<file path="src/rtl/flash_param_fetch.sv">
// flash_param_fetch: walks the parameter flash image and streams tagged words to the MAC/ALU datapath.
// Latency: address valid one cycle after start, first word WAIT_CYCLES later; one word per WAIT_CYCLES.
// Backpressure: 2-entry FIFO, flash address holds and re-samples while full. Optional: PARAM_CHECKSUM_EN.
module flash_param_fetch #(
   parameter int WAIT_CYCLES = 2,
   parameter int HID_NEURONS = 8,
   parameter int HID_WORDS   = 36,
   parameter int OUT_NEURONS = 10,
   parameter int OUT_WORDS   = 2
) (
   input  logic        clk,
   input  logic        n_rst,
   input  logic        start,
   output logic [15:0] address,
   input  logic [15:0] data,
   output logic        ce,
   output logic        oe,
   output logic        we,
   output logic [15:0] word_data,
   output logic        word_valid,
   input  logic        word_ready,
   output logic        is_bias,
   output logic        last_word,
   output logic        layer,
   output logic [3:0]  neuron_idx,
   output logic        busy,
   output logic        done,
   output logic [15:0] checksum
);

   localparam int TOTAL = HID_NEURONS * (HID_WORDS + 1) + OUT_NEURONS * (OUT_WORDS + 1);
   localparam logic [15:0] LAST_ADDR = 16'(TOTAL - 1);
   localparam int WW = (WAIT_CYCLES > 1) ? $clog2(WAIT_CYCLES) : 1;
   localparam logic [WW-1:0] WAIT_LAST = WW'(WAIT_CYCLES - 1);
   localparam int MAXW = (HID_WORDS > OUT_WORDS) ? HID_WORDS : OUT_WORDS;
   localparam int PW = $clog2(MAXW + 1);

   typedef enum logic [1:0] {IDLE, FETCH, DRAIN, FINISH} state_t;

   typedef struct packed {
      logic [15:0] dat;
      logic        is_bias;
      logic        last_word;
      logic        layer;
      logic [3:0]  neuron_idx;
   } entry_t;

   state_t        state, state_nxt;
   logic [WW-1:0] wait_cnt;
   logic [PW-1:0] pos_cnt;
   logic [3:0]    nrn_cnt;
   logic          lay;
   entry_t        mem [2];
   entry_t        head, wr_entry;
   logic          rd_ptr, wr_ptr;
   logic [1:0]    count;
   logic          push, pop, pos_last, nrn_last;

   assign pos_last = lay ? (pos_cnt == PW'(OUT_WORDS)) : (pos_cnt == PW'(HID_WORDS));
   assign nrn_last = lay ? (nrn_cnt == 4'(OUT_NEURONS - 1)) : (nrn_cnt == 4'(HID_NEURONS - 1));

   assign pop  = word_valid && word_ready;
   // ce doubles as "address has been stable since the wait counter started"
   assign push = (state == FETCH) && ce && (wait_cnt == WAIT_LAST) && ((count != 2'd2) || pop);

   assign wr_entry = '{dat: data, is_bias: (pos_cnt == '0), last_word: pos_last,
                       layer: lay, neuron_idx: nrn_cnt};

   assign head       = mem[rd_ptr];
   assign word_data  = head.dat;
   assign is_bias    = head.is_bias;
   assign last_word  = head.last_word;
   assign layer      = head.layer;
   assign neuron_idx = head.neuron_idx;
   assign word_valid = (count != 2'd0);
   assign oe         = ce;
   assign we         = 1'b0;

   always_comb begin
      state_nxt = state;
      busy      = 1'b0;
      done      = 1'b0;
      case (state)
         IDLE: begin
            if (start) state_nxt = FETCH;
         end
         FETCH: begin
            busy = 1'b1;
            if (push && (address == LAST_ADDR)) state_nxt = DRAIN;
         end
         DRAIN: begin
            busy = 1'b1;
            if (count == 2'd0) state_nxt = FINISH;
         end
         FINISH: begin
            done      = 1'b1;
            state_nxt = IDLE;
         end
         default: state_nxt = IDLE;
      endcase
   end

   always_ff @(posedge clk) begin
      if (!n_rst) begin
         state    <= IDLE;
         ce       <= 1'b0;
         address  <= '0;
         wait_cnt <= '0;
         pos_cnt  <= '0;
         nrn_cnt  <= '0;
         lay      <= 1'b0;
         rd_ptr   <= 1'b0;
         wr_ptr   <= 1'b0;
         count    <= 2'd0;
         mem[0]   <= '0;
         mem[1]   <= '0;
      end else begin
         state <= state_nxt;
         ce    <= (state == FETCH) && (state_nxt == FETCH);

         if ((state == IDLE) && start) begin
            address  <= '0;
            wait_cnt <= '0;
            pos_cnt  <= '0;
            nrn_cnt  <= '0;
            lay      <= 1'b0;
         end else if (push) begin
            address  <= (address == LAST_ADDR) ? 16'd0 : address + 16'd1;
            wait_cnt <= '0;
            if (pos_last) begin
               pos_cnt <= '0;
               if (nrn_last) begin
                  nrn_cnt <= '0;
                  lay     <= 1'b1;
               end else begin
                  nrn_cnt <= nrn_cnt + 4'd1;
               end
            end else begin
               pos_cnt <= pos_cnt + PW'(1);
            end
         end else if ((state == FETCH) && ce && (wait_cnt != WAIT_LAST)) begin
            wait_cnt <= wait_cnt + WW'(1);
         end

         if (push) begin
            mem[wr_ptr] <= wr_entry;
            wr_ptr      <= ~wr_ptr;
         end
         if (pop) rd_ptr <= ~rd_ptr;
         case ({push, pop})
            2'b10:   count <= count + 2'd1;
            2'b01:   count <= count - 2'd1;
            default: count <= count;
         endcase
      end
   end

`ifdef PARAM_CHECKSUM_EN
   logic [15:0] csum;

   always_ff @(posedge clk) begin
      if (!n_rst) begin
         csum <= '0;
      end else if ((state == IDLE) && start) begin
         csum <= '0;
      end else if (push) begin
         csum <= csum + data;
      end
   end

   assign checksum = csum;
`else
   assign checksum = 16'd0;
`endif

endmodule

</file>
<file path="config.mk">
export PLATFORM = sky130hd
export DESIGN_NAME = flash_param_fetch
export DESIGN_NICKNAME = d
export VERILOG_FILES = /design/src/rtl/flash_param_fetch.sv
export SDC_FILE = /design/constraint.sdc
export NUM_CORES = 1
export LEC_CHECK = 0
export CORE_ASPECT_RATIO = 1.75
export CORE_UTILIZATION = 25
export DETAILED_ROUTE_END_ITERATION = 7
export GPL_ROUTABILITY_DRIVEN = 0
export GPL_TIMING_DRIVEN = 0
export SYNTH_ARGS = -nofsm -noshare
export SYNTH_HDL_FRONTEND = slang
export SYNTH_SLANG_ARGS = --single-unit
</file>
<file path="constraint.sdc">
create_clock -name clk -period 6.57 [get_ports clk]
set_input_delay 1.971 -clock clk [delete_from_list [all_inputs] [get_ports clk]]
set_output_delay 1.971 -clock clk [all_outputs]
set_load 0.05 [all_outputs]
</file>
==> metrics.md <==
| Metric | Value |
|---|---|
| Max-slew headroom | `0.3146` |
| Cell Area, Placed | `0.005020 mm2` |
| Peak supply drop | `0.1503 mV` |
| Reg-to-Reg Start | `state[1]$_SDFF_PN0_` |
| Synth Area in Compound Gates | `0.07301` |
| Hold depth | `2` |
| CTS tree | `built` |
| Core area | `0.01588 mm2` |
| Post-CTS setup buffer count | `0` |
| Root Driver | `clkbuf_16` |
| Critical path's largest stage delay | `0.70 ns` |
| CP Cell Sequence | `buf_1 -> mux2_2 -> clkdlybuf4s50_1` |
| FFs w/ async S/R, synth | `0` |
| Initial DRC Count | `138` |
| Maxcap violations | `0` |
| Hold buffers post-CTS | `0` |
| Final WL | `8.907 mm` |
| Netlist cell types | `56` |
| IO Pins | `81` |
| DRT Pass-1 Iters | `8` |
| Std-Cell Rows | `61` |
| Period Utilization, post-route | `0.6613` |
| Vias | `3028` |
| Share of layout cells above drive strength 1 | `0.1706` |
| NumNets Final | `489` |
| Leak | `1.879 nW` |
| Slowest CP cell | `clkdlybuf4s50_1` |
| Largest net degree at the start of global routing | `24` |
| Die ar. | `0.01678 mm2` |
| Diodes inserted | `0` |
| Worst-Margin Slew | `1.026 ns` |
| Number of enable flip-flop cells after synthesis | `46` |
| RSZ-0062 raised after global routing | `no` |
| Clk slew on worst S/H paths | `0.07 ns` |
| Die outline height | `170.6 um` |
| Total global-route track usage | `0.1093` |
| Yosys reg bits | `82` |
| Final setup viols | `0` |
| Warnings, synthesis | `0` |
| FMAX | `230.2 MHz` |
| Status | `finished, violations left` |
| # clock sinks | `82` |
| Worst Hold Class | `register to register` |
| Comb power frac | `0.171` |
| Switching Power | `0.0003756 W` |
| Gr ovfl total | `0` |
| Final Hold Vio Count | `0` |
| DRC Markers | `5` |
| Skew final | `0.007631 ns` |
| Post-synthesis mux area share | `0.06624` |
| Largest family of logic cells by synthesized area | `simple AND/OR/NAND/NOR gates` |
| Top_reg_cell synth | `edfxtp_1` |
| Sequential share of the synthesized area | `0.5176` |
| Worst Reg-to-Reg Cells | `6` |
| CTS Buffer Depth | `2` |
| Area growth syn-to-layout | `30.90%` |
| Routed wire per std cell | `13.66 um` |
| Clock network fraction of total power | `0.386` |
| Finished Cell Area | `0.005316 mm2` |
| First-pass GRT wire length | `14.41 mm` |
| Reg-to-Reg End | `mem[1][18]$_SDFFCE_PN0P_` |
| Vias in the first global route | `2953` |
| Internal | `0.0008996 W` |
| Register share of total power | `0.443` |
| Synthesized area per cell | `11.07 um2` |
| Vias per cell | `4.644` |
| Htree depth | `3` |
| P per Cell Area | `239.9 mW/mm2` |
| Post-synthesis cell count | `367` |
| Port Buffer Count | `63` |
| Post_cts resized | `0` |
| Clk_lat worst skew | `0.34 ns` |
| Final Critical Period | `4.345 ns` |
| Crit Path Class | `register to primary output` |
| Synth Area in Simple Gates | `0.2203` |
| Net Sw Frac | `0.2945` |
| Die width | `98.35 um` |
| Crit path launch type | `register` |
| R2r setup slk | `3.93 ns` |
| WP data arrival | `2.37 ns` |
| Starting Density | `0.2558` |
| Sum Neg Setup Slack | `0 ns` |
| CP Capture Type | `primary output` |
| XOR/XNOR share of the synthesized area | `0.03019` |
| Dpl hpwl | `6.408 mm` |
| Max FO, Critical Path | `10` |
| Initial antenna violation count | `0` |
| DRT antenna net count | `0` |
| Max-slew violation count | `0` |
| Total CTS buffers | `9` |
| Mapped cell area | `0.004061 mm2` |
| Hold Path Sink | `address[15]$_SDFFE_PP0P_` |
| Min-delay src | `address[15]$_SDFFE_PP0P_` |
| Data required, critical path | `4.60 ns` |
| Failing checks | `design-rule violations` |
| Adder-cell area share of the yosys netlist | `0.03389` |
power groups by stage:
stage | sequential, W | combinational [W] | clock [W]
floorplan | 0.000578 | 0.000153 | 0
global placement | 0.000577 | 0.000213 | 0
detailed placement | 0.000577 | 0.000218 | 0
CTS | 0.000566 | 0.000219 | 0.000509
global route | 0.000567 | 0.000236 | 0.000533
finish | 0.000565 | 0.000218 | 0.000492
layout by cell type (no fill, tap or decap), types with 11 or more instances in the layout:
cell,instances
conb_1,17
ha_1,11
nand2_1,14
buf_4,18
nor2_1,17
mux2_2,23
dfxtp_1,36
and2_1,45
nor3_1,11
a21oi_1,12
edfxtp_1,46
xnor2_1,13
clkdlybuf4s50_1,63
nand3_1,11
flip-flops by register name, indices dropped and copies added, names as in the netlist, named ones only:
register  count
address      16
ce            1
count         2
lay           1
mem          46
nrn_cnt       4
pos_cnt       6
rd_ptr        1
state         2
wait_cnt      1
wr_ptr        1
critical path, delay by kind of cell (launching register included):
kind	cells	cell delay (ns)
muxes	1	0.42
DFF	1	0.44
buffers and inverters	2	1.18
per-layer routing:
layer / wire, um / GRT usage / share of wire / vias up
met1: 3623 / 0.1174 / 0.41 / 1447
met5: 0 / 0 / 0 / -
met2: 4666 / 0.2009 / 0.52 / 94
met3: 491 / 0.03105 / 0.055 / 10
met4: 126 / 0.04218 / 0.014 / 0
li1: - / - / - / 1477
metrics by stage:
| step | total power, W | std cells | hold WS, ns | setup slack, ns | utilization |
|---|---|---|---|---|---|
| after global placement | 0.0007897 | 635 | 0.4920 | 0.1436 | 0.3142 |
| after global routing | 0.001336 | 652 | 0.5496 | 2.082 | 0.3349 |
| after floorplan | 0.0007317 | 383 | 0.4683 | 1.993 | - |
| after CTS | 0.001294 | 652 | 0.5127 | 2.146 | 0.3349 |
| final | 0.001275 | 652 | 0.5187 | 2.225 | 0.3349 |
| after detailed placement | 0.0007953 | 636 | 0.5038 | 2.005 | 0.3162 |
cells in the mapped netlist, types with 2 or more instances:
master	n	area share
a21oi_1	12	0.015
nand3_2	2	0.0049
o21a_1	4	0.0074
a211oi_1	2	0.0037
o21ai_1	4	0.0049
a21boi_0	2	0.0037
xnor2_1	13	0.028
nor3b_1	2	0.0037
inv_1	9	0.0083
ha_1	11	0.034
nor3_1	11	0.014
buf_2	5	0.0062
dfxtp_1	36	0.18
and2_1	45	0.069
o31ai_1	6	0.011
buf_4	18	0.033
clkbuf_1	6	0.0055
edfxtp_1	46	0.34
nand4_1	6	0.0092
and3_1	4	0.0062
nor2_1	17	0.016
nor2b_1	4	0.0062
or4_1	4	0.0074
nand2_1	14	0.013
nand3_1	11	0.014
a21oi_2	2	0.0043
nor4_1	7	0.011
nor4b_1	5	0.011
nor3b_2	2	0.0062
mux2_2	23	0.064
or4_4	2	0.0055
o21ai_0	7	0.0086
or3_1	2	0.0031
worst max path at each step:
| stage | start | to |
|---|---|---|
| 5_1_grt | register | word_data[13] |
| 2_1_floorplan | word_ready | mem[0][0]$_SDFFCE_PN0P_ |
| 3_5_place_dp | word_ready | mem[1][20]$_SDFFCE_PN0P_ |
| 6_report | register | last_word |
| 3_3_place_gp | word_ready | mem[0][9]$_SDFFCE_PN0P_ |
| 4_1_cts | register | word_data[13] |
cell families (layout without fill, tap and decap cells):
kind of cell               Yosys count  in the layout
adders and majority gates           11             11
muxes                               24             24
buffers and inverters               41            121
xor gates and xnor gates            14             14
other                                1             17
and+or+nand+nor                    148            148
AOI/OAI and AO/OA                   46             46
DFF                                 82             82
cell type report:
cell class	instances	area (um2)
buffer	31	197.7
clock buffer	9	225.2
clock inverter	7	71.32
fill	1615	10560
inverter	10	37.54
multi-input combinational	260	1788
sequential	82	2102
tap	189	236.5
timing repair buffer	64	658.1
No activity file was read; power rests on OpenSTA's default activity.
